==> src/rtl/disp_conf_writer.sv <==
// disp_conf_writer: pops {disp, conf} words from a show-ahead FIFO, applies a
// confidence threshold, and writes one 16-bit pixel per word into a raster
// frame buffer over an Avalon-MM write master. Signals completion of a
// dec_frame_width x dec_frame_height frame with a one-cycle frame_done pulse.
//
// state  | meaning
// IDLE   | no frame armed; upstream words are left in the FIFO
// ACCEPT | waiting for the next word; in_ready asserted
// WRITE  | one pixel held on the Avalon bus until waitrequest drops
module disp_conf_writer #(
  parameter int disp_bits        = 5,
  parameter int dec_frame_width  = 240,
  parameter int dec_frame_height = 135
) (
  input  logic                 clk,
  input  logic                 reset,
  input  logic [disp_bits+7:0] in_data,
  input  logic                 in_valid,
  output logic                 in_ready,
  input  logic                 start,
  input  logic [31:0]          base_addr,
  input  logic [7:0]           conf_threshold,
  output logic [31:0]          avm_address,
  output logic                 avm_write,
  output logic [15:0]          avm_writedata,
  input  logic                 avm_waitrequest,
  output logic                 busy,
  output logic                 frame_done
);

  localparam int CW = $clog2(dec_frame_width + 1);
  localparam int RW = $clog2(dec_frame_height + 1);
  localparam logic [CW-1:0] COL_LAST = CW'(dec_frame_width - 1);
  localparam logic [RW-1:0] ROW_LAST = RW'(dec_frame_height - 1);

  typedef enum logic [1:0] {IDLE, ACCEPT, WRITE} state_t;

  state_t          r_state;
  logic [CW-1:0]   r_col;
  logic [RW-1:0]   r_row;
  logic [7:0]      r_thr;
  logic [31:0]     r_next_addr;
  logic [31:0]     r_avm_address;
  logic [15:0]     r_avm_writedata;
  logic            r_frame_done;

  logic            w_last;
  logic            w_ready;
  logic            w_xfer;
  logic [7:0]      w_conf;
  logic [disp_bits-1:0] w_disp;
  logic [15:0]     w_pix;

  assign w_last  = (r_col == COL_LAST) && (r_row == ROW_LAST);
  // A new word may be taken while the current write completes, except on the
  // last pixel, so at most one word is ever held inside the block.
  assign w_ready = (r_state == ACCEPT) ||
                   ((r_state == WRITE) && !avm_waitrequest && !w_last);
  assign w_xfer  = in_valid && w_ready;

  // Pixel formatting: low-confidence pixels get disparity forced to zero.
  always_comb begin
    w_conf = in_data[7:0];
    w_disp = in_data[disp_bits+7:8];
    w_pix  = '0;
    w_pix[15:8] = w_conf;
    if (w_conf >= r_thr)
      w_pix[disp_bits-1:0] = w_disp;
  end

  // Frame sequencing FSM with address, column/row tracking and write registers.
  always_ff @(posedge clk or posedge reset) begin
    if (reset) begin
      r_state         <= IDLE;
      r_col           <= '0;
      r_row           <= '0;
      r_thr           <= '0;
      r_next_addr     <= '0;
      r_avm_address   <= '0;
      r_avm_writedata <= '0;
      r_frame_done    <= 1'b0;
    end else begin
      r_frame_done <= 1'b0;
      case (r_state)
        IDLE: begin
          if (start) begin
            r_thr       <= conf_threshold;
            r_col       <= '0;
            r_row       <= '0;
            r_next_addr <= base_addr;
            r_state     <= ACCEPT;
          end
        end
        ACCEPT: begin
          if (w_xfer) begin
            r_avm_address   <= r_next_addr;
            r_avm_writedata <= w_pix;
            r_next_addr     <= r_next_addr + 32'd2;
            r_state         <= WRITE;
          end
        end
        WRITE: begin
          if (!avm_waitrequest) begin
            if (w_last) begin
              r_frame_done <= 1'b1;
              r_state      <= IDLE;
            end else begin
              if (r_col == COL_LAST) begin
                r_col <= '0;
                r_row <= r_row + RW'(1);
              end else begin
                r_col <= r_col + CW'(1);
              end
              if (w_xfer) begin
                r_avm_address   <= r_next_addr;
                r_avm_writedata <= w_pix;
                r_next_addr     <= r_next_addr + 32'd2;
              end else begin
                r_state <= ACCEPT;
              end
            end
          end
        end
        default: r_state <= IDLE;
      endcase
    end
  end

  assign in_ready      = w_ready;
  assign avm_write     = (r_state == WRITE);
  assign busy          = (r_state != IDLE);
  assign avm_address   = r_avm_address;
  assign avm_writedata = r_avm_writedata;
  assign frame_done    = r_frame_done;

endmodule
==> config.mk <==
export PLATFORM = sky130hd
export DESIGN_NAME = disp_conf_writer
export DESIGN_NICKNAME = d
export VERILOG_FILES = /design/src/rtl/disp_conf_writer.sv
export SDC_FILE = /design/constraint.sdc
export NUM_CORES = 1
export LEC_CHECK = 0
export CAP_MARGIN = 40
export CORE_AREA = 2 2 124 126
export DETAILED_ROUTE_END_ITERATION = 8
export DIE_AREA = 0 0 126 128
export PLACE_DENSITY = 0.58
export RECOVER_POWER = 50
export SKIP_CTS_REPAIR_TIMING = 1
export SYNTH_ARGS = -nofsm -noshare
export SYNTH_HDL_FRONTEND = slang
export SYNTH_SLANG_ARGS = --single-unit
==> constraint.sdc <==
create_clock -name clk -period 4.3 [get_ports clk]
set_clock_uncertainty 0.15 [all_clocks]
set_input_delay 0.43 -clock clk [delete_from_list [all_inputs] [get_ports clk]]
set_output_delay 0.43 -clock clk [all_outputs]
set_load 0.02 [all_outputs]
==> impl_metrics.json <==
{
  "endpoint": "avm_address[5]",
  "final_util_pct": 47.3,
  "hold_slack_ns": 0.337,
  "peakVddDrop_uv": 340,
  "start_kind": "flip-flop",
  "critPathRequiredTime_ns": 4.38,
  "r2r_start": "r_state[0]",
  "netlist.top_cell.by_area": "dfrtp_1",
  "die_width_um": 126,
  "start_util_pct": 37.0,
  "rsz0062_at_grt": "no",
  "wl_per_cell_um": 16.3,
  "worst-setup-path-type": "reg -> reg",
  "end_kind": "flip-flop",
  "crit_fanout": 79,
  "syn_inst": 527,
  "timing.rr.end": "avm_address[5]",
  "synth_area_per_cell_um2": 10.4,
  "synthTopCellsByCount": "dfrtp_1, mux2_2, nand2_1, nand3_1, a21oi_1",
  "maxCapViolations": 1,
  "r2r_slack_ns": 1.23,
  "multi_input_area_um2": 2660,
  "synth.distinct_cells": 64,
  "regArea_um2": 2600,
  "vias_per_cell": 5.33,
  "power_density_nw_per_um2": 760,
  "yosysTopAreaCellShare_pct": 47.3,
  "cts_buffers": 9,
  "grt-ovfl-total": 0,
  "n_antenna_cell": 0,
  "r2r_cells": 7,
  "cts_sinks": 104,
  "yosys_warnings": 0,
  "post-route-period-util_pct": 71.4,
  "io_buffers": 106,
  "fin_area_um2": 7020,
  "grt_max_degree": 80,
  "die_h_um": 128,
  "setup-tns-final_ns": 0,
  "syn2layout_area_growth_pct": 27.7,
  "drc": 0,
  "num_io_pins": 110,
  "root_buffer": "clkbuf_16",
  "dpl_cell_area_um2": 6690,
  "max_freq_mhz": 325,
  "synth-seq-cells": 104,
  "critPathLaunch": "r_state[0]",
  "htree_levels": 3,
  "wl_um": 13200,
  "drive_above_1_share_pct": 13.0,
  "leakage_uw": 0.00285,
  "place_hpwl_um": 9300,
  "cts_tree": "yes",
  "drt-initial-drc-count": 301,
  "place.gp.congestion": 0.835,
  "worstSkewPairLatency_ns": 0.35,
  "antenna_found_initial": 0,
  "first_global_vias": 4243,
  "hold_class": "reg -> reg",
  "postRouteAntennaNets": 0,
  "final_max_slew_viol_count": 63,
  "synth_edf_count": 0,
  "final.fill_count": 1396,
  "worstPathArrival_ns": 3.16,
  "dieArea_um2": 16100,
  "synthTopCellsByArea": "dfrtp_1, mux2_2, ha_1, nand3_1, a21oi_1",
  "setup_viol": 0,
  "core_um2": 14900,
  "syn_area_um2": 5500,
  "grt_pass1_wl_um": 22000,
  "dr.pass1.iters": 4,
  "clockBufferDepth": 2,
  "timing_hold_violations_final": 0,
  "fin_crit_ns": 3.07,
  "worst_pin_slew_ns": 2.72,
  "synth.most_common_cell": "dfrtp_1",
  "failed_checks": "capacitance limit, slew limit",
  "grtUsageTotal_pct": 16.9,
  "async_flop_share_pct": 100,
  "vias": 4332,
  "ys_seq_area_share_pct": 47.3,
  "nNetsFinal": 695,
  "clk_pin_slew_ns": 0.07,
  "outcome": "finished, violations left",
  "rows": 45,
  "synth-main-ff-cell": "dfrtp_1",
  "max_slew_margin_pct": -82.6
}
[layer usage]
layer | global-route usage, % | wire, um
met5 | 0 | 0
met4 | 6.85 | 305
met3 | 3.21 | 599
met2 | 26.9 | 6250
met1 | 22.9 | 6060
[worst max-delay path: stages (launching register included)]
cell and delay [ns]:
dfrtp_1 0.40, inv_1 0.10, ha_1 0.31, buf_4 0.57
nand4b_1 0.24, o31ai_4 0.26, buf_4 0.52, mux2_2 0.39
[logic make-up (layout without fill, tap and decap cells)]
family | Yosys count | in the layout | share of synthesized area [%]
xor+xnor | 10 | 10 | 1.59
fa+ha+maj | 18 | 18 | 4.10
compound gates | 134 | 134 | 16.5
other cells | 1 | 3 | 0.0682
mux | 52 | 52 | 10.6
buf+inv | 54 | 149 | 4.66
simple gates | 154 | 154 | 15.1
flops | 104 | 104 | 47.3
[worst min-delay path by stage]
| stage | startpoint | end | slack, ns | cells after the start |
|---|---|---|---|---|
| CTS | avm_writedata[13] | avm_writedata[13] | 0.35 | 1 |
| floorplan | r_next_addr[0] | avm_address[0] | 0.32 | 1 |
| global route | avm_address[21] | avm_address[21] | 0.37 | 1 |
| finish | avm_writedata[13] | avm_writedata[13] | 0.34 | 1 |
| detailed placement | avm_writedata[13] | avm_writedata[13] | 0.33 | 1 |
| global placement | avm_address[21] | avm_address[21] | 0.32 | 1 |
[layout make-up]
cell class                      count  area share [%]
Tap cell                          188            3.35
Sequential cell                   104            37.1
Timing Repair Buffer              111            15.6
Inverter                           22            1.19
Clock inverter                      4            1.41
Clock buffer                       12            3.51
Multi-Input combinational cell    371            37.9
[where the power goes]
| part | internal (uW) | switching, uW |
|---|---|---|
| clock | 588 | 367 |
| combinational | 1190 | 1440 |
| sequential | 1400 | 353 |
[stage by stage]
step / instances / power, uW / setup WS, ns
2_1_floorplan: 529 / 3590 / 0.988
3_3_place_gp: 796 / 4380 / 1.26
3_5_place_dp: 796 / 4450 / 1.16
4_1_cts: 812 / 5420 / 1.16
5_1_grt: 812 / 5750 / 0.674
6_report: 812 / 5340 / 1.23
[registers in the layout, summed over array words and instances (netlist names)]
signal / cells
avm_address: 32
avm_writedata: 13
frame_done: 1
r_col: 8
r_next_addr: 32
r_row: 8
r_state: 2
r_thr: 8
[cells in the final DEF (no fill, tap or decap), types with 6 or more instances in the layout]
master,n
and4_1,7
a31oi_1,7
nand4_1,10
clkdlybuf4s50_1,89
a21oi_1,32
xnor2_1,7
o22ai_1,11
inv_1,21
a2bb2oi_1,10
o22a_1,6
and3_1,10
dlygate4sd3_1,17
ha_1,18
clkbuf_16,9
nor2_1,28
o21ai_0,31
dfrtp_1,104
nand3_1,35
mux2_2,47
nand2_1,35
(Power assumes the default switching activity.)
